===== src/rtl/alu_pkg.sv =====
`default_nettype none
// +-----------------------------------------------------------------------+
// | alu_pkg : shared op codes, flag bundle and saturation-limit helper    |
// | Revision: 1.0                                                         |
// +-----------------------------------------------------------------------+
package alu_pkg;

  typedef enum logic [2:0] {
    OP_ADD     = 3'b000,
    OP_SUB     = 3'b001,
    OP_ABSDIFF = 3'b010,
    OP_AVG     = 3'b011,
    OP_SADD    = 3'b100,
    OP_SSUB    = 3'b101,
    OP_MIN     = 3'b110,
    OP_MAX     = 3'b111
  } alu_op_e;

  typedef struct packed {
    logic ovf;
    logic zero;
    logic neg;
  } alu_flags_t;

  localparam int unsigned SAT_MAX_W = 64;

  // Caller passes its own width and truncates the result to that width.
  function automatic logic [SAT_MAX_W-1:0] sat_limit(input logic neg, input int unsigned w);
    logic [SAT_MAX_W-1:0] r;
    r = '0;
    for (int unsigned i = 0; i < SAT_MAX_W; i++) begin
      if (i + 1 < w)       r[i] = ~neg;
      else if (i + 1 == w) r[i] = neg;
    end
    return r;
  endfunction

endpackage
`default_nettype wire


===== src/rtl/alu_addsub.sv =====
`default_nettype none
// +-----------------------------------------------------------------------+
// | alu_addsub : combinational WIDTH-bit adder/subtractor with flags      |
// | Revision: 1.0                                                         |
// +-----------------------------------------------------------------------+
module alu_addsub #(
  parameter int WIDTH = 8
) (
  input  logic [WIDTH-1:0] a,
  input  logic [WIDTH-1:0] b,
  input  logic             sub,
  output logic [WIDTH-1:0] sum,
  output logic             cout,
  output logic             ovf
);

  logic [WIDTH-1:0] w_b_x;
  logic [WIDTH-1:0] w_low;
  logic             w_c_msb;
  logic             w_msb;

  // Low W-1 bits are summed separately to expose the carry into the MSB.
  always_comb begin
    w_b_x   = b ^ {WIDTH{sub}};
    w_low   = {1'b0, a[WIDTH-2:0]} + {1'b0, w_b_x[WIDTH-2:0]} + {{(WIDTH-1){1'b0}}, sub};
    w_c_msb = w_low[WIDTH-1];
    {cout, w_msb} = {1'b0, a[WIDTH-1]} + {1'b0, w_b_x[WIDTH-1]} + {1'b0, w_c_msb};
    sum     = {w_msb, w_low[WIDTH-2:0]};
    ovf     = w_c_msb ^ cout;
  end

endmodule
`default_nettype wire


===== src/rtl/alu_pipe.sv =====
`default_nettype none
// +-----------------------------------------------------------------------+
// | alu_pipe : two-stage valid/ready ALU with flags and sticky overflow   |
// | Revision: 1.0                                                         |
// +-----------------------------------------------------------------------+
module alu_pipe
  import alu_pkg::*;
#(
  parameter int WIDTH = 8
) (
  input  logic             clk,
  input  logic             rst,
  input  logic             in_valid,
  output logic             in_ready,
  input  logic [WIDTH-1:0] in_a,
  input  logic [WIDTH-1:0] in_b,
  input  logic [2:0]       in_op,
  output logic             out_valid,
  input  logic             out_ready,
  output logic [WIDTH-1:0] out_result,
  output logic             out_ovf,
  output logic             out_zero,
  output logic             out_neg,
  input  logic             clr_sticky,
  output logic             sticky_ovf
);

  alu_op_e          w_in_op;
  logic             w_in_sub;
  logic [WIDTH-1:0] w_sum;
  logic             w_cout;
  logic             w_ovf;
  logic             w_in_fire;
  logic             w_out_fire;
  logic             w_s1_adv;
  logic             w_a_lt_b;
  logic [WIDTH-1:0] w_sat;
  logic [WIDTH-1:0] w_res;
  alu_flags_t       w_flags;

  logic             s1_valid_q, s1_valid_d;
  alu_op_e          s1_op_q, s1_op_d;
  logic [WIDTH-1:0] s1_a_q, s1_a_d;
  logic [WIDTH-1:0] s1_b_q, s1_b_d;
  logic [WIDTH-1:0] s1_sum_q, s1_sum_d;
  logic             s1_cout_q, s1_cout_d;
  logic             s1_ovf_q, s1_ovf_d;
  logic             out_valid_q, out_valid_d;
  logic [WIDTH-1:0] out_result_q, out_result_d;
  alu_flags_t       out_flags_q, out_flags_d;
  logic             sticky_q, sticky_d;

  assign w_in_op  = alu_op_e'(in_op);
  assign w_in_sub = !(w_in_op inside {OP_ADD, OP_AVG, OP_SADD});

  alu_addsub #(.WIDTH(WIDTH)) u_addsub (
    .a    (in_a),
    .b    (in_b),
    .sub  (w_in_sub),
    .sum  (w_sum),
    .cout (w_cout),
    .ovf  (w_ovf)
  );

  assign w_out_fire = out_valid_q & out_ready;
  assign w_s1_adv   = s1_valid_q & (~out_valid_q | out_ready);
  assign in_ready   = ~s1_valid_q | w_s1_adv;
  assign w_in_fire  = in_valid & in_ready;

  // Signed compare from the subtraction: differing signs decide directly,
  // otherwise a borrow (no carry out) means a < b.
  assign w_a_lt_b = (s1_a_q[WIDTH-1] ^ s1_b_q[WIDTH-1]) ? s1_a_q[WIDTH-1] : ~s1_cout_q;
  assign w_sat    = WIDTH'(sat_limit(s1_a_q[WIDTH-1], WIDTH));

  always_comb begin
    w_res        = s1_sum_q;
    w_flags      = '0;
    w_flags.ovf  = s1_ovf_q;
    case (s1_op_q)
      OP_ABSDIFF: if (s1_sum_q[WIDTH-1]) w_res = -s1_sum_q;
      OP_AVG:     w_res = {s1_sum_q[WIDTH-1], s1_sum_q[WIDTH-1:1]};
      OP_SADD,
      OP_SSUB:    if (s1_ovf_q) w_res = w_sat;
      OP_MIN: begin
        w_res       = w_a_lt_b ? s1_a_q : s1_b_q;
        w_flags.ovf = 1'b0;
      end
      OP_MAX: begin
        w_res       = w_a_lt_b ? s1_b_q : s1_a_q;
        w_flags.ovf = 1'b0;
      end
      default: ;
    endcase
    w_flags.zero = (w_res == '0);
    w_flags.neg  = w_res[WIDTH-1];
  end

  always_comb begin
    s1_valid_d   = s1_valid_q;
    s1_op_d      = s1_op_q;
    s1_a_d       = s1_a_q;
    s1_b_d       = s1_b_q;
    s1_sum_d     = s1_sum_q;
    s1_cout_d    = s1_cout_q;
    s1_ovf_d     = s1_ovf_q;
    out_valid_d  = out_valid_q;
    out_result_d = out_result_q;
    out_flags_d  = out_flags_q;

    if (w_out_fire) out_valid_d = 1'b0;
    if (w_s1_adv) begin
      s1_valid_d   = 1'b0;
      out_valid_d  = 1'b1;
      out_result_d = w_res;
      out_flags_d  = w_flags;
    end
    if (w_in_fire) begin
      s1_valid_d = 1'b1;
      s1_op_d    = w_in_op;
      s1_a_d     = in_a;
      s1_b_d     = in_b;
      s1_sum_d   = w_sum;
      s1_cout_d  = w_cout;
      s1_ovf_d   = w_ovf;
    end

    // Set takes priority over a simultaneous clear.
    sticky_d = (w_out_fire & out_flags_q.ovf) | (sticky_q & ~clr_sticky);
  end

  always_ff @(posedge clk or posedge rst) begin
    if (rst) begin
      s1_valid_q   <= 1'b0;
      s1_op_q      <= OP_ADD;
      s1_a_q       <= '0;
      s1_b_q       <= '0;
      s1_sum_q     <= '0;
      s1_cout_q    <= 1'b0;
      s1_ovf_q     <= 1'b0;
      out_valid_q  <= 1'b0;
      out_result_q <= '0;
      out_flags_q  <= '0;
      sticky_q     <= 1'b0;
    end else begin
      s1_valid_q   <= s1_valid_d;
      s1_op_q      <= s1_op_d;
      s1_a_q       <= s1_a_d;
      s1_b_q       <= s1_b_d;
      s1_sum_q     <= s1_sum_d;
      s1_cout_q    <= s1_cout_d;
      s1_ovf_q     <= s1_ovf_d;
      out_valid_q  <= out_valid_d;
      out_result_q <= out_result_d;
      out_flags_q  <= out_flags_d;
      sticky_q     <= sticky_d;
    end
  end

  assign out_valid  = out_valid_q;
  assign out_result = out_result_q;
  assign out_ovf    = out_flags_q.ovf;
  assign out_zero   = out_flags_q.zero;
  assign out_neg    = out_flags_q.neg;
  assign sticky_ovf = sticky_q;

endmodule
`default_nettype wire


===== config.mk =====
export PLATFORM = sky130hd
export DESIGN_NAME = alu_pipe
export DESIGN_NICKNAME = d
export VERILOG_FILES = /design/src/rtl/alu_pkg.sv /design/src/rtl/alu_addsub.sv /design/src/rtl/alu_pipe.sv
export SDC_FILE = /design/constraint.sdc
export NUM_CORES = 1
export LEC_CHECK = 0
export CAP_MARGIN = 5
export CORE_UTILIZATION = 59
export DETAILED_ROUTE_END_ITERATION = 8
export PLACE_DENSITY = 0.91
export SYNTH_ARGS = -nofsm -noshare
export SYNTH_HDL_FRONTEND = slang
export SYNTH_SLANG_ARGS = --single-unit

===== constraint.sdc =====
create_clock -name clk -period 5.8 [get_ports clk]
set_input_delay 1.16 -clock clk [delete_from_list [all_inputs] [get_ports clk]]
set_output_delay 1.16 -clock clk [all_outputs]
set_load 0.05 [all_outputs]

### Yosys cells after proc, flatten, opt, wreduce, memory -nomap -nowiden

Cells that the tools add are included.
W data, S select, Z words.

* $add $sub $neg: 5
* eq/ne operators: 8
* multiplexer cells: 11
* bitwise operators: 16
* reductions and logical operators: 8

Operator list (number)
* $pmux W8 S5: 1
* $mux W8: 4
* $eq A3 B3 Y1 const B: 5
* $eq A3 B2 Y1 const B: 3
* $add A7 B7 Y8: 1
* $add A8 B1 Y8: 1
* $logic_not A8 Y1: 1
* $neg A8 Y8: 1
* $xor A8 B8 Y8: 1
* $mux W1: 6
* $and A1 B1 Y1: 5
* $not A1 Y1: 5
* $reduce_bool A2 Y1: 2
* $reduce_or A2 Y1: 2
* $logic_not A3 Y1: 1
* $or A1 B1 Y1: 3
* $reduce_bool A3 Y1: 1
* $add A1 B1 Y2: 1
* $add A2 B1 Y2: 1
* $xor A1 B1 Y1: 2
* $logic_not A1 Y1: 1

* register bits: 43
* input port bits: 24
* output and inout port bits: 14
* word-level logic and storage cells: 61

### Logic depth before layout (Yosys ltp)

* depth in word-level cells: 8
* gate-level depth with buffers: 11
* depth with buffers taken out: 11

### Modules after synthesis

A second synthesis with hierarchy kept.

* cells, all modules: 285
* area, all modules: 2827.7 um^2

Modules (own cells, without submodules)
* alu_pipe: instances 1, cells each 236, area each 2392.3 um^2, seq. area each 1051.0 um^2
* alu_addsub: instances 1, cells each 49, area each 435.4 um^2, seq. area each 0.0 um^2

### Worst setup path after synthesis

OpenSTA, ideal clock, no wires.

* path kind: input -> register
* start: input in_op[1]
* end: register s1_sum_q[7]
* setup time: 0.125 ns
* data arrival time: 3.875 ns
* required time: 5.675 ns
* slack: 1.800 ns
* stages on the path: 10
* buffers on the path: 0
* cells stage by stage: and3b_1 nor2_1 xor2_1 ha_1 nand2b_1 o31ai_1 a41oi_1 o21ai_0 fa_1 mux2_2

* cells in the longest elaborated chain, start to end: 7
* elaborated cells on any way between the ends: 10
* classes of those cells: add/sub: 4; eq/ne: 2; bitwise: 1; reduce/logical: 3

Ends and longest elaborated chain
* start: declaration: line alu_pipe.sv:17 `input logic [2:0] in_op,`
* $eq A3 B2 Y1 (tied with other cells): line alu_pipe.sv:54 `assign w_in_sub = !(w_in_op inside {OP_ADD, OP_AVG, OP_SADD});`
* $reduce_bool A3 Y1 *: line alu_pipe.sv:54
* $logic_not A1 Y1 *: line alu_pipe.sv:54
* $xor A8 B8 Y8: line alu_addsub.sv:24 `w_b_x = b ^ {WIDTH{sub}};`
* $add A7 B7 Y8: line alu_addsub.sv:25 `w_low = {1'b0, a[WIDTH-2:0]} + {1'b0, w_b_x[WIDTH-2:0]} + {{(WIDTH-1){1'b0}}, sub};`
* $add A8 B1 Y8: line alu_addsub.sv:25
* $add A2 B1 Y2 *: line alu_addsub.sv:27 `{cout, w_msb} = {1'b0, a[WIDTH-1]} + {1'b0, w_b_x[WIDTH-1]} + {1'b0, w_c_msb};`
* named net u_addsub.sum[7]: line alu_addsub.sv:12 `output logic [WIDTH-1:0] sum,`
* end signal: assignment: line alu_pipe.sv:149 `s1_sum_q <= s1_sum_d;`
* end: declaration: line alu_pipe.sv:45 `logic [WIDTH-1:0] s1_sum_q, s1_sum_d;`

The timed path passes the listed nets; every way through them passes the cells marked *.
A chain may end at the register's enable or synchronous reset.

### Worst setup path after layout

Ends and elaborated chain as after synthesis.

==> impl_metrics.csv <==
group,metric,value,unit
worst_setup_path,path_class,"input pin to flop",
synthesis,netlist_top_cells_count,"42 x dfrtp_1, 28 x mux2_2, 27 x nand2_1, 16 x a21oi_1",
global_routing,gr-total-overflow,0,
timing,hold_viol,0,
synthesis,synth_area_leaders,"dfrtp_1 38%, mux2_2 11%, xor2_1 4.1%",
worst_setup_path,reg2reg_depth,8,
job,maxCapViolCount,0,
placement,place.gp.congestion,0.935,
pwr,pwr_density_cell,386,nW/µm²
timing,grt_setup_unrepaired,"false",
routing,drc,2,
clocking,numClockSinks,42,
timing,relSlewSlack,44.7,%
global_routing,grt_first_pass_wirelength,11700,µm
clocking,post_cts_buffers,0,
clocking,clk_path_buf_depth,2,
routing,postRouteAntennaNets,0,
worst_setup_path,start_kind,"input pin",
timing,setup_tns,0,ns
worst_setup_path,reg2reg_from,"s1_a_q[7]",
hold_path,holdPathStages,2,
synthesis,yosysSeqAreaShare,37.8,%
synthesis,synth_top_area_cell,"dfrtp_1",
cells_and_area,nets,350,
synthesis,synth_ff_type,"dfrtp_1",
floorplan,dieArea,5000,µm²
cells_and_area,drive_above_1_share,15.5,%
global_routing,grt_max_degree,43,
timing,clock_skew,0.00627,ns
worst_setup_path,path_max_fanout,7,
timing,timing.hold.ws,0.505,ns
floorplan,ioPinCount,38,
clocking,postCtsHoldBufs,0,
synthesis,ys_types,58,
hold_path,min_from,"out_zero",
routing,viasPerCell,6.57,
floorplan,rows,24,
pwr,p_leak,1.38,nW
routing,drt-wirelength-per-cell,19.7,µm
clocking,cts_buffers,5,
synthesis,synth_edf_count,0,
synthesis,syn_inst,285,
worst_setup_path,critPathRequiredTime,5.99,ns
routing,dr.pass1.iters,7,
synthesis,synth.avg_cell_area,9.77,µm²
timing,fin_crit,4.43,ns
clocking,cts_tree,"done",
timing,slew_viol_final,0,
timing,finalSetupViolCount,0,
clocking,clk_latency,0.30,ns
hold_path,worst_hold_path.endpoint,"out_zero",
synthesis,synth_top_area_share,37.8,%
worst_setup_path,crit_path_end_kind,"flop",
placement,io_buffers,37,
worst_setup_path,worstReg2RegEnd,"out_zero",
synthesis,ys_warn_count,0,
cells_and_area,num_antenna_cells,0,
synthesis,synth-seq-cells,42,
cells_and_area,utilization,73.1,%
global_routing,grt_pass1_vias,2371,
floorplan,die_x,70.7,µm
cells_and_area,syn_to_final_growth,16.7,%
floorplan,start_util,62.6,%
global_routing,antenna_found_initial,0,
floorplan,die_y,70.7,µm
timing,fmax,226,MHz
pwr,ir_drop,0.000260,V
global_routing,grt.total_usage,31.0,%
timing,worst_pin_slew,0.830,ns
routing,drtIter0Drc,264,
worst_setup_path,rrSetupSlack,2.85,ns
synthesis,post-synth-top-count-cell,"dfrtp_1",
clocking,postCtsResizedCells,0,
hold_path,worst_hold_path_type,"flop to flop",
routing,drt_wl_total,7260,µm
clocking,cts.clk_slew.worst_paths,0.08,ns
pwr,power,1.25,mW
synthesis,async_flop_share,100,%
timing,fin_crit_sh,76.4,%
placement,dpl.hpwl,5230,µm
run_status,outcome,"complete, but fails checks",
routing,vias,2416,
clocking,clockRootBuffer,"clkbuf_8",
worst_setup_path,crit_arrival,4.62,ns
synthesis,synth_fp_nets,320,
run_status,violations,"DRC",
floorplan,coreArea,4440,µm²
clocking,cts.htree.levels,2,
synthesis,netlist_area,2780,µm²
[routing by layer]
metal	vias up	global-route usage, %	part of all wire [%]
li1	1091	-	-
met1	1167	38.8	40
met2	130	51.6	50
met3	28	5.84	6.3
met4	0	15.8	3.8
met5	-	0	0
[flip-flops by register name, summed over array words and instances (netlist names)]
signal	count
s1_ovf_q	1
s1_cout_q	1
s1_b_q	8
out_ovf	1
s1_a_q	8
out_zero	1
out_valid	1
s1_sum_q	8
out_result	8
s1_valid_q	1
sticky_ovf	1
s1_op_q	3
[per-stage QoR]
stage / cells / setup slack, ns / instance area [µm²]
2_1_floorplan: 285 / 1.80 / 2780
3_3_place_gp: 360 / 1.44 / 3150
6_report: 368 / 1.37 / 3250
5_1_grt: 368 / 1.25 / 3250
4_1_cts: 368 / 1.47 / 3250
3_5_place_dp: 360 / 1.21 / 3150
[critical path: stages]
cell and delay (ns):
clkdlybuf4s50_1 0.51, and3b_1 0.22, nor2_1 0.06, buf_4 0.18, xor2_1 0.18, ha_1 0.32
nand2b_1 0.07, o31ai_1 0.35, a41oi_1 0.23, o21ai_0 0.54, fa_1 0.54, mux2_2 0.27
[worst max-delay path by stage]
| stage | startpoint | end | slack, ns | cells after the start |
|---|---|---|---|---|
| after global placement | in_op[1] | s1_sum_q[7] | 1.44 | 12 |
| final | in_op[1] | s1_sum_q[7] | 1.37 | 12 |
| after floorplan | in_op[1] | s1_sum_q[7] | 1.80 | 10 |
| after CTS | in_op[1] | s1_sum_q[7] | 1.47 | 12 |
| after global routing | in_op[2] | s1_sum_q[7] | 1.25 | 12 |
| after detailed placement | in_op[1] | s1_sum_q[7] | 1.21 | 12 |
[kinds of logic after synthesis]
group                    count (synthesis)  share of synthesized area (%)
AND/OR/NAND/NOR                         81                           15.4
AO/OA/AOI/OAI                           74                           19.2
flip-flops                              42                           37.8
buffers and inverters                   31                           5.08
multiplexers                            30                           12.0
XOR/XNOR                                16                           5.03
adder cells (fa/ha/maj)                 11                           5.48
[layout make-up]
class / instances / area [µm²]
tap: 52 / 65.1
sequential: 42 / 1050
inverter: 14 / 52.6
multi-input combinational: 212 / 1590
clock inverter: 2 / 12.5
clock buffer: 6 / 82.6
timing repair buffer: 40 / 393
fill: 296 / 1200
[layout by cell type, fill, tap and decap left out, types with 2 or more instances in the layout]
master / n
a211oi_1: 2
a21o_1: 3
a21oi_1: 16
a31oi_1: 5
a41oi_1: 2
and2_1: 3
and3b_1: 4
buf_4: 3
clkbuf_8: 6
clkdlybuf4s50_1: 37
dfrtp_1: 42
fa_1: 2
ha_1: 9
inv_1: 14
mux2_2: 28
mux2i_1: 2
nand2_1: 27
nand2b_1: 10
nand3_1: 3
nand3b_1: 2
nand4_1: 6
nor2_1: 13
nor2b_1: 3
nor3_1: 2
nor3b_1: 2
o2111ai_1: 2
o211a_1: 3
o211ai_1: 3
o21ai_0: 14
o21bai_1: 2
o221a_2: 2
o22ai_1: 2
o31ai_1: 3
xnor2_1: 3
xor2_1: 13
[report_power, final]
group	internal, mW	switching, mW	total (mW)	leakage, nW
clock network	0.0956	0.103	0.199	0.0472
registers	0.364	0.107	0.471	0.497
logic	0.244	0.340	0.584	0.836
total	0.704	0.550	1.25	1.38
Note: power is estimated with default switching activity, not from simulation.
